## config.mk

```make
export PLATFORM = sky130hd
export DESIGN_NAME = iir_run_controller_flat
export DESIGN_NICKNAME = d
export VERILOG_FILES = /design/src/rtl/iir_run_controller_if.sv /design/src/rtl/iir_run_controller.sv /design/src/flat_wrapper.sv
export SDC_FILE = /design/constraint.sdc
export NUM_CORES = 1
export LEC_CHECK = 0
export ABC_CLOCK_PERIOD_IN_PS = 5360
export BUFFER_PORTS_ARGS = -buffer_cell sky130_fd_sc_hd__buf_2
export CORE_MARGIN = 5
export CORE_UTILIZATION = 53
export CTS_CLUSTER_SIZE = 30
export DETAILED_ROUTE_END_ITERATION = 12
export GPL_ROUTABILITY_DRIVEN = 1
export PLACE_DENSITY = 0.83
export SLEW_MARGIN = 10
export SYNTH_ARGS = -nofsm -noshare
export SYNTH_HDL_FRONTEND = slang
export SYNTH_SLANG_ARGS = --single-unit
export TNS_END_PERCENT = 5
```

## constraint.sdc

```tcl
create_clock -name i_clk -period 5.36 [get_ports i_clk]
set_clock_uncertainty 0.05 [all_clocks]
set_input_delay 0.268 -clock i_clk [delete_from_list [all_inputs] [get_ports i_clk]]
set_output_delay 0.268 -clock i_clk [all_outputs]
set_load 0.02 [all_outputs]
```

## src/rtl/iir_run_controller_if.sv

```systemverilog
// Bundle between iir_run_controller (slave) and the host/filter side (master).
// Signal prefixes are relative to the controller: i_ = into it, o_ = out of it.
interface iir_run_controller_if;
    logic               i_start;
    logic               i_stop;
    logic               i_cfg_req;
    logic signed [31:0] i_cfg_b1;
    logic signed [31:0] i_cfg_b2;
    logic signed [31:0] i_cfg_a2;
    logic               i_filt_valid;
    logic               i_filt_full;
    logic               o_cfg_ready;
    logic               o_cfg_ack;
    logic               o_cfg_err;
    logic               o_filt_enable;
    logic               o_filt_reset_n;
    logic signed [31:0] o_filt_b1;
    logic signed [31:0] o_filt_b2;
    logic signed [31:0] o_filt_a2;
    logic               o_out_valid;
    logic               o_done;
    logic [2:0]         o_state;

    modport slave (
        input  i_start, i_stop, i_cfg_req, i_cfg_b1, i_cfg_b2, i_cfg_a2,
               i_filt_valid, i_filt_full,
        output o_cfg_ready, o_cfg_ack, o_cfg_err, o_filt_enable, o_filt_reset_n,
               o_filt_b1, o_filt_b2, o_filt_a2, o_out_valid, o_done, o_state
    );

    modport master (
        output i_start, i_stop, i_cfg_req, i_cfg_b1, i_cfg_b2, i_cfg_a2,
               i_filt_valid, i_filt_full,
        input  o_cfg_ready, o_cfg_ack, o_cfg_err, o_filt_enable, o_filt_reset_n,
               o_filt_b1, o_filt_b2, o_filt_a2, o_out_valid, o_done, o_state
    );
endinterface

```

## src/rtl/iir_run_controller.sv

```systemverilog
// Sequences enable, active-low reset and coefficients of the single-pole IIR stage.
// Optional build macro COEF_CHECK_EN: reject unstable or all-zero coefficient sets.
//
// state  | meaning
// IDLE   | filter disabled and held in reset, waiting for start/cfg_req
// LOAD   | new coefficients driven with filter disabled, LOAD_CYCLES long
// FLUSH  | filter reset asserted for FLUSH_CYCLES to clear its state
// SETTLE | filter running, first SETTLE_SAMPLES valid beats discarded
// RUN    | filter running, valid forwarded downstream
// FULL   | filter FIFO full, filter paused but holding its data
module iir_run_controller #(
    parameter int unsigned        LOAD_CYCLES    = 4,
    parameter int unsigned        FLUSH_CYCLES   = 2,
    parameter int unsigned        SETTLE_SAMPLES = 2048,
    parameter logic signed [31:0] B1_DEFAULT     = 32'sd128,
    parameter logic signed [31:0] B2_DEFAULT     = 32'sd128,
    parameter logic signed [31:0] A2_DEFAULT     = -32'sd65279
) (
    input logic                 i_clk,
    input logic                 i_rst,
    iir_run_controller_if.slave bus
);

    typedef enum logic [2:0] {
        S_IDLE   = 3'd0,
        S_LOAD   = 3'd1,
        S_FLUSH  = 3'd2,
        S_SETTLE = 3'd3,
        S_RUN    = 3'd4,
        S_FULL   = 3'd5
    } state_t;

    localparam logic [15:0] LOAD_LAST     = 16'(LOAD_CYCLES - 1);
    localparam logic [15:0] FLUSH_LAST    = 16'(FLUSH_CYCLES - 1);
    localparam logic [31:0] SETTLE_TARGET = 32'(SETTLE_SAMPLES);

    state_t             r_state;
    logic [15:0]        r_cnt;
    logic [31:0]        r_samples;
    logic               r_restart;
    logic               r_cfg_ready;
    logic               r_cfg_ack;
    logic               r_cfg_err;
    logic               r_filt_enable;
    logic               r_filt_reset_n;
    logic signed [31:0] r_filt_b1;
    logic signed [31:0] r_filt_b2;
    logic signed [31:0] r_filt_a2;
    logic               r_out_valid;
    logic               r_done;

    state_t      w_state_next;
    logic [15:0] w_cnt_next;
    logic [31:0] w_samples_next;
    logic [31:0] w_samples_inc;
    logic        w_restart_next;
    logic        w_coef_load;
    logic        w_cfg_err_next;
    logic        w_ack_on_abort;
    logic        w_cfg_accept;
    logic        w_coef_ok;

`ifdef COEF_CHECK_EN
    assign w_coef_ok = !(($signed(bus.i_cfg_a2) >= 32'sd65536) ||
                         ($signed(bus.i_cfg_a2) <= -32'sd65536) ||
                         ((bus.i_cfg_b1 == 32'sd0) && (bus.i_cfg_b2 == 32'sd0)));
`else
    assign w_coef_ok = 1'b1;
`endif

    assign w_cfg_accept  = r_cfg_ready && bus.i_cfg_req && !bus.i_stop;
    assign w_samples_inc = (r_samples == '1) ? r_samples : r_samples + 32'd1;

    always_comb begin
        w_state_next   = r_state;
        w_cnt_next     = r_cnt;
        w_samples_next = r_samples;
        w_restart_next = r_restart;
        w_coef_load    = 1'b0;
        w_cfg_err_next = 1'b0;
        w_ack_on_abort = 1'b0;
        if (bus.i_stop) begin
            w_state_next   = S_IDLE;
            // an aborted load still owes the requester its ack; if the last
            // LOAD cycle is current the ack is already on the wire
            w_ack_on_abort = (r_state == S_LOAD) && (r_cnt != 16'd0);
        end else if (w_cfg_accept && w_coef_ok) begin
            w_state_next   = S_LOAD;
            w_cnt_next     = LOAD_LAST;
            w_restart_next = (r_state == S_RUN);
            w_coef_load    = 1'b1;
        end else if (w_cfg_accept) begin
            w_cfg_err_next = 1'b1;
        end else begin
            case (r_state)
                S_IDLE, S_FULL: begin
                    if (bus.i_start) begin
                        w_state_next   = S_FLUSH;
                        w_cnt_next     = FLUSH_LAST;
                        w_samples_next = 32'd0;
                    end
                end
                S_LOAD: begin
                    if (r_cnt == 16'd0) begin
                        if (r_restart) begin
                            w_state_next   = S_FLUSH;
                            w_cnt_next     = FLUSH_LAST;
                            w_samples_next = 32'd0;
                        end else begin
                            w_state_next = S_IDLE;
                        end
                    end else begin
                        w_cnt_next = r_cnt - 16'd1;
                    end
                end
                S_FLUSH: begin
                    if (r_cnt == 16'd0) w_state_next = S_SETTLE;
                    else                w_cnt_next   = r_cnt - 16'd1;
                end
                S_SETTLE: begin
                    if (SETTLE_TARGET == 32'd0) begin
                        w_state_next = S_RUN;
                    end else if (bus.i_filt_valid) begin
                        w_samples_next = w_samples_inc;
                        if (w_samples_inc >= SETTLE_TARGET) w_state_next = S_RUN;
                    end
                end
                S_RUN: begin
                    if (bus.i_filt_full) w_state_next = S_FULL;
                end
                default: w_state_next = S_IDLE;
            endcase
        end
    end

    always_ff @(posedge i_clk or posedge i_rst) begin
        if (i_rst) begin
            r_state        <= S_IDLE;
            r_cnt          <= 16'd0;
            r_samples      <= 32'd0;
            r_restart      <= 1'b0;
            r_cfg_ready    <= 1'b1;
            r_cfg_ack      <= 1'b0;
            r_cfg_err      <= 1'b0;
            r_filt_enable  <= 1'b0;
            r_filt_reset_n <= 1'b0;
            r_filt_b1      <= B1_DEFAULT;
            r_filt_b2      <= B2_DEFAULT;
            r_filt_a2      <= A2_DEFAULT;
            r_out_valid    <= 1'b0;
            r_done         <= 1'b0;
        end else begin
            r_state        <= w_state_next;
            r_cnt          <= w_cnt_next;
            r_samples      <= w_samples_next;
            r_restart      <= w_restart_next;
            r_cfg_ready    <= (w_state_next == S_IDLE) || (w_state_next == S_RUN) ||
                              (w_state_next == S_FULL);
            r_cfg_ack      <= ((w_state_next == S_LOAD) && (w_cnt_next == 16'd0)) ||
                              w_ack_on_abort;
            r_cfg_err      <= w_cfg_err_next;
            r_filt_enable  <= (w_state_next == S_SETTLE) || (w_state_next == S_RUN);
            r_filt_reset_n <= (w_state_next == S_SETTLE) || (w_state_next == S_RUN) ||
                              (w_state_next == S_FULL);
            r_out_valid    <= (r_state == S_RUN) && (w_state_next == S_RUN) &&
                              bus.i_filt_valid;
            r_done         <= (w_state_next == S_FULL);
            if (w_coef_load) begin
                r_filt_b1 <= bus.i_cfg_b1;
                r_filt_b2 <= bus.i_cfg_b2;
                r_filt_a2 <= bus.i_cfg_a2;
            end
        end
    end

    assign bus.o_state        = r_state;
    assign bus.o_cfg_ready    = r_cfg_ready;
    assign bus.o_cfg_ack      = r_cfg_ack;
    assign bus.o_cfg_err      = r_cfg_err;
    assign bus.o_filt_enable  = r_filt_enable;
    assign bus.o_filt_reset_n = r_filt_reset_n;
    assign bus.o_filt_b1      = r_filt_b1;
    assign bus.o_filt_b2      = r_filt_b2;
    assign bus.o_filt_a2      = r_filt_a2;
    assign bus.o_out_valid    = r_out_valid;
    assign bus.o_done         = r_done;

endmodule
```

## src/flat_wrapper.sv

```systemverilog
// flat-port wrapper written by rule: the top's interface ports become plain ports
module iir_run_controller_flat 
#(
    parameter int unsigned        LOAD_CYCLES    = 4,
    parameter int unsigned        FLUSH_CYCLES   = 2,
    parameter int unsigned        SETTLE_SAMPLES = 2048,
    parameter logic signed [31:0] B1_DEFAULT     = 32'sd128,
    parameter logic signed [31:0] B2_DEFAULT     = 32'sd128,
    parameter logic signed [31:0] A2_DEFAULT     = -32'sd65279
)
  (i_clk, i_rst, bus_i_start, bus_i_stop, bus_i_cfg_req, bus_i_cfg_b1, bus_i_cfg_b2, bus_i_cfg_a2, bus_i_filt_valid, bus_i_filt_full, bus_o_cfg_ready, bus_o_cfg_ack, bus_o_cfg_err, bus_o_filt_enable, bus_o_filt_reset_n, bus_o_filt_b1, bus_o_filt_b2, bus_o_filt_a2, bus_o_out_valid, bus_o_done, bus_o_state);
  iir_run_controller_if bus_i ();
  input logic i_clk;
  input logic i_rst;
  input wire logic [$bits(bus_i.i_start)-1:0] bus_i_start;
  input wire logic [$bits(bus_i.i_stop)-1:0] bus_i_stop;
  input wire logic [$bits(bus_i.i_cfg_req)-1:0] bus_i_cfg_req;
  input wire logic [$bits(bus_i.i_cfg_b1)-1:0] bus_i_cfg_b1;
  input wire logic [$bits(bus_i.i_cfg_b2)-1:0] bus_i_cfg_b2;
  input wire logic [$bits(bus_i.i_cfg_a2)-1:0] bus_i_cfg_a2;
  input wire logic [$bits(bus_i.i_filt_valid)-1:0] bus_i_filt_valid;
  input wire logic [$bits(bus_i.i_filt_full)-1:0] bus_i_filt_full;
  output wire logic [$bits(bus_i.o_cfg_ready)-1:0] bus_o_cfg_ready;
  output wire logic [$bits(bus_i.o_cfg_ack)-1:0] bus_o_cfg_ack;
  output wire logic [$bits(bus_i.o_cfg_err)-1:0] bus_o_cfg_err;
  output wire logic [$bits(bus_i.o_filt_enable)-1:0] bus_o_filt_enable;
  output wire logic [$bits(bus_i.o_filt_reset_n)-1:0] bus_o_filt_reset_n;
  output wire logic [$bits(bus_i.o_filt_b1)-1:0] bus_o_filt_b1;
  output wire logic [$bits(bus_i.o_filt_b2)-1:0] bus_o_filt_b2;
  output wire logic [$bits(bus_i.o_filt_a2)-1:0] bus_o_filt_a2;
  output wire logic [$bits(bus_i.o_out_valid)-1:0] bus_o_out_valid;
  output wire logic [$bits(bus_i.o_done)-1:0] bus_o_done;
  output wire logic [$bits(bus_i.o_state)-1:0] bus_o_state;
  assign bus_i.i_start = bus_i_start;
  assign bus_i.i_stop = bus_i_stop;
  assign bus_i.i_cfg_req = bus_i_cfg_req;
  assign bus_i.i_cfg_b1 = bus_i_cfg_b1;
  assign bus_i.i_cfg_b2 = bus_i_cfg_b2;
  assign bus_i.i_cfg_a2 = bus_i_cfg_a2;
  assign bus_i.i_filt_valid = bus_i_filt_valid;
  assign bus_i.i_filt_full = bus_i_filt_full;
  assign bus_o_cfg_ready = bus_i.o_cfg_ready;
  assign bus_o_cfg_ack = bus_i.o_cfg_ack;
  assign bus_o_cfg_err = bus_i.o_cfg_err;
  assign bus_o_filt_enable = bus_i.o_filt_enable;
  assign bus_o_filt_reset_n = bus_i.o_filt_reset_n;
  assign bus_o_filt_b1 = bus_i.o_filt_b1;
  assign bus_o_filt_b2 = bus_i.o_filt_b2;
  assign bus_o_filt_a2 = bus_i.o_filt_a2;
  assign bus_o_out_valid = bus_i.o_out_valid;
  assign bus_o_done = bus_i.o_done;
  assign bus_o_state = bus_i.o_state;
  iir_run_controller #(.LOAD_CYCLES(LOAD_CYCLES), .FLUSH_CYCLES(FLUSH_CYCLES), .SETTLE_SAMPLES(SETTLE_SAMPLES), .B1_DEFAULT(B1_DEFAULT), .B2_DEFAULT(B2_DEFAULT), .A2_DEFAULT(A2_DEFAULT)) u_core (.i_clk(i_clk), .i_rst(i_rst), .bus(bus_i));
endmodule
```

Word level (Yosys, flattened, before mapping)
Index checks and enable logic that the tools add are counted.

operators by class
  $add $sub $neg = 2
  multiply operators = 0
  divide/modulo/power cells = 0
  $lt $le $gt $ge = 1
  equality and inequality tests = 14
  shift-type cells = 0
  muxes and demuxes = 26
  bitwise operators = 2
  reduce and logical (&&, ||, !) cells = 21

operator list
  cell                   count
  $mux 32                5
  $mux 16                6
  $pmux 32 s3            1
  $pmux 16 s3            1
  $add 32x1->32 const B  1
  $eq 32x32->1 const B   1
  $ge 32x12->1 const B   1
  $logic_not 16->1       2
  $mux 3                 8
  $reduce_bool 16->1     1
  $sub 16x1->16 const B  1
  $pmux 3 s5             1
  $eq 3x3->1 const B     4
  $eq 3x2->1 const B     3
  $reduce_and 7->1       1
  $eq 3x1->1 const B     2
  $logic_and 1x1->1      6
  $logic_not 3->1        2
  $ne 2x2->1 const B     3
  $logic_or 1x1->1       5
  $mux 1                 3
  $reduce_bool 3->1      1
  $mux 2                 1
  $ne 2x1->1 const B     1
  other kinds (4)        5

storage, ports and cells
  register bits = 154
  bits in latches = 0
  memory bits (writable) = 0
  bits in read-only memories = 0
  input bits = 103
  output and inout port bits = 106
  logic and storage cells = 79
  memories = 0

Longest topological paths before layout
  depth after elaboration = 11
  mapped depth = 12
  gate-level depth less buffers = 11

Least setup slack after synthesis
No wires, ideal clock.

  kind = register -> register
  from = register u_core.r_samples[3]
  to = register u_core.r_filt_enable (netlist: u_core.bus.o_filt_enable)
  setup time = 0.125 ns
  arrival = 2.998 ns
  data required time = 5.185 ns
  setup slack = 2.187 ns
  stages on the path, launching flop included = 10
  path buffers = 0
  clock period less this slack = 3.173 ns
  cells stage by stage = dfrtp_1 -> nand4_4 -> or4_4 -> o311a_4 -> and3_4 -> or3_4 -> a2111oi_4 -> and2_1 -> a21o_1 -> mux2_2

between the ends
  word-level cells in the longest chain between the ends = 10
  elaborated cells on any way between the ends = 12
  those cells by class = add/sub (1); order compare (1); eq/ne (3); mux (6); reduce/logical (1)

RTL lines
  item                                                  line                       RTL
  start, declared                                       iir_run_controller.sv:39   logic [31:0] r_samples;
  start signal, assigned                                iir_run_controller.sv:155  r_samples <= w_samples_next;
  $add 32x1->32 / $eq 32x32->1 (equally long branches)  iir_run_controller.sv:72   assign w_samples_inc = (r_samples == '1) ? r_samples : r_samples + 32'd1;
  $mux 32 (*)                                           iir_run_controller.sv:72
  $ge 32x12->1 (*)                                      iir_run_controller.sv:125  if (w_samples_inc >= SETTLE_TARGET) w_state_next = S_RUN;
  $mux 3 (*)                                            iir_run_controller.sv:125
  $mux 3 (*)                                            iir_run_controller.sv:123  end else if (bus.i_filt_valid) begin
  $pmux 3 s5 (*)                                        iir_run_controller.sv:95   case (r_state)
  $mux 3 (*)                                            iir_run_controller.sv:87   end else if (w_cfg_accept && w_coef_ok) begin
  $mux 3 (*)                                            iir_run_controller.sv:82   if (bus.i_stop) begin
  $eq 3x2->1 / $eq 3x3->1 (equally long branches)       iir_run_controller.sv:162  r_filt_enable <= (w_state_next == S_SETTLE) || (w_state_next == S_RUN);
  $logic_or 1x1->1 (*)                                  iir_run_controller.sv:162
  end signal, assigned                                  iir_run_controller.sv:162
  end, declared                                         iir_run_controller.sv:44   logic r_filt_enable;

Mark *: on every way between the ends. The rest lies on a longest branch, timed or not.
A chain may end at the register's enable or synchronous reset.

Final worst setup path
  from = register u_core.r_cnt[4]
  to = register u_core.r_samples[10]

between the ends
  word-level cells in the longest chain between the ends = 3

RTL lines
  item                        line                       RTL
  start, declared             iir_run_controller.sv:38   logic [15:0] r_cnt;
  start signal, assigned      iir_run_controller.sv:154  r_cnt <= w_cnt_next;
  $logic_not 16->1            iir_run_controller.sv:104  if (r_cnt == 16'd0) begin
  $ne 2x2->1 (no line)        n/a
  $reduce_and 7->1 (no line)  n/a

Every way passes these cells.

==> reports/qor.txt <==
Status: complete, but fails checks
Violated checks: negative hold slack
Flop pwr share: 0.380
Crit-path slowest cell: or3_1
Maximum VDD drop: 0.369 mV
Area of the multi-input gates: 3520 um2
Vias in the first global route: 6536
Final core utilization: 0.673
Worst path max stage delay: 740 ps
I/O pin count: 209
TritonCTS sink count: 154
Post-Route WL: 20800 um
TritonCTS clock tree: built
Max FO, Critical Path: 26
Detailed Place HPWL: 14900 um
Leak: 4.30 nW
Core area: 14000 um2
WP data required: 5600 ps
Latest clock arrival within the worst-skew pair: 420 ps
Fin. Hold Viols: 6
Register-to-Register Setup Slack: 1560 ps
FF-to-FF End: u_core.r_samples[10]
R2R Path Start: u_core.r_cnt[4]
Fill cells: 1048
CP Capture Type: flop
Arrival @ worst endpoint: 4040 ps
Cell internal pwr: 2.90 mW
Syn Inst Count: 696
Post-Synthesis Cell Area: 7600 um2
CP dominant cell by count: and3_1
CTS max path bufs: 2
Max_slew headroom: 0.288
Final Slew Violations: 0
Number of distinct library cells after synthesis: 68
Worst hold slack: -14.5 ps
Startpoint types: flop
Total number of yosys warnings: 0
Vias/cell: 5.92
Port buffer count: 207
Pwr dens: 479 nW/um2
Clock power share: 0.290
TritonCTS buffer count: 17
Most frequent cells in the layout: buf_2 (207), dfrtp_1 (133), mux2_2 (98), nor2_1 (45), nand2_1 (41)
Area grow syn2layout: 23.8%
Final period utilization: 0.710
Synthesis-stage register bit count: 154
CTS resizes: 0
Drt drc: 0
Switch Pwr: 1.60 mW
Die Ht: 130 um
Total nets after synthesis: 802
Worst Reg-to-Reg Cells: 9
GP Congestion: 0.978
Worst slew pin tran: 1070 ps
WL per Instance: 19.2 um
Worst-path cell chain: nor4_2 -> nand4_1 -> and3_1 -> or3_1 -> nor3_1 -> and3_1 -> nand3_1 -> xor2_1 -> nor2_1
Die X: 130 um
Seq/Total Area, Yosys: 0.510
Setup CP Type: flop to flop
Min Tclk post-route: 3800 ps
Largest net degree at the start of global routing: 104
Prevailing post-synth register cell: dfrtp_1
Nets: 997
CTS root buffer: clkbuf_16
Routed via count: 6412
Syn_area_per_cell: 10.9 um2
Global-route wire length before repair: 33500 um
Total GRT Usage: 0.252
Initial antenna violation count: 0
Comb pwr share: 0.330
DRT antenna net count: 0
Row cnt: 43
Total Power: 4.50 mW
Initial DRC count: 537
Commonest non-fill, non-tap cell in the layout: buf_2
Ys async rst share: 1.00
Final WS setup: 1560 ps
Max Freq: 0.263 GHz
GR Overflow Total: 0
Antenna diode instance count: 0
Post-Place Setup Slack: 1640 ps
Non-Filler Cell Area, Final: 9410 um2
Number of synthesized flops with an enable pin: 0
# hold bufs at CTS: 0
DRT Pass-1 Iters: 6
Sequential cell area: 3880 um2
Worst hold path type: input pin to asynchronous set/reset pin
Setup TNS: 0 ps
Unrepaired setup endpoints after global routing: false
Depth of the CTS H-tree: 4
Switch share: 0.356
Post-Place Cell Area: 8770 um2
Setup Buffers After CTS: 0
Max_cap viols: 0
Final-report setup violation count: 0
Starting Density: 0.543
Die area: 16800 um2
Reg clk slew, reported paths: 70 ps
Fraction of layout cells with a size suffix above 1: 0.419
[Yosys cell counts, types with 4 or more instances]
cell type	instances	area [um2]
xnor2_1	10	87.6
dfrtp_1	133	3330
clkbuf_1	32	120
nand2b_1	4	25.0
nand3_1	25	125
nand3b_1	4	30.0
mux2i_1	5	50.1
o21ai_0	38	190
a21o_1	7	52.6
mux2_2	98	1100
o31ai_1	10	75.1
dfstp_2	21	552
a22oi_1	4	30.0
or3_1	8	50.1
nand4_1	18	113
nand2_1	41	154
and2_1	8	50.1
a31oi_1	21	131
a21oi_1	24	120
xor2_1	9	78.8
o211ai_1	5	37.5
nor4_1	12	75.1
inv_1	16	60.1
and3_1	7	43.8
and4_1	7	61.3
nor2_1	45	169
nor3_1	21	105
[power by group through the flow]
| stage | sequential, mW | clock, mW | combinational, mW |
|---|---|---|---|
| after floorplan | 2.04 | 0 | 0.627 |
| after global placement | 1.70 | 0 | 1.47 |
| after detailed placement | 1.72 | 0 | 1.49 |
| after CTS | 1.71 | 1.32 | 1.50 |
| after global routing | 1.75 | 1.38 | 1.61 |
| final | 1.71 | 1.30 | 1.49 |
[worst max-delay path, delay by kind of cell, from the launching register on]
kind | cells | cell delay (ps)
XOR/XNOR | 1 | 150
flip-flops | 1 | 430
AND/OR/NAND/NOR | 8 | 3030
[cell families (layout without fill, tap and decap cells)]
family	after synthesis	count (layout)	synth area share
other	1	1	0.000493
buffers and inverters	53	261	0.0267
AO/OA/AOI/OAI	142	142	0.126
flip-flops	154	154	0.510
XOR/XNOR	19	19	0.0219
adder cells (fa/ha/maj)	3	3	0.00494
multiplexers	103	103	0.152
AND/OR/NAND/NOR	221	221	0.158
[per-layer routing]
metal  vias up  GRT usage  part of all wire
met1      3109      0.327              0.40
met5         -          0                 0
met2       284      0.406              0.50
li1       2986          -                 -
met3        33     0.0794             0.086
met4         0     0.0801             0.019
[sequential cells by signal, summed over array words and instances, names as in the netlist]
signal	count
u_core.bus.o_state	3
u_core.bus.o_done	1
u_core.bus.o_cfg_ack	1
u_core.bus.o_filt_a2	32
u_core.r_restart	1
u_core.r_cnt	16
u_core.r_samples	32
u_core.bus.o_filt_reset_n	1
u_core.bus.o_filt_b2	32
u_core.bus.o_cfg_ready	1
u_core.bus.o_filt_enable	1
u_core.bus.o_filt_b1	32
u_core.bus.o_out_valid	1
[area by class of cell]
type                            count  area share
Timing Repair Buffer              212       0.114
Sequential cell                   154       0.412
Multi-Input combinational cell    489       0.374
Inverter                           17     0.00731
Clock buffer                       20      0.0485
Clock inverter                     12      0.0195
Tap cell                          180      0.0239
[worst max path at each step]
stage,start,to,cells past startpoint
finish,u_core.r_cnt[4],u_core.r_samples[10],9
global route,u_core.r_cnt[4],u_core.r_samples[10],9
CTS,u_core.r_cnt[4],u_core.r_samples[10],9
floorplan,i_rst,u_core.bus.o_cfg_ack,1
global placement,u_core.r_cnt[4],u_core.r_samples[10],9
detailed placement,u_core.r_cnt[4],u_core.r_samples[10],9
[per-stage QoR]
| step | hold slack (ps) | std cells |
|---|---|---|
| floorplan | 369 | 696 |
| global placement | 432 | 1052 |
| CTS | 11.4 | 1084 |
| finish | -14.5 | 1084 |
| detailed placement | 438 | 1052 |
| global route | 7.66 | 1084 |
Power figures use the tool's default switching activity.
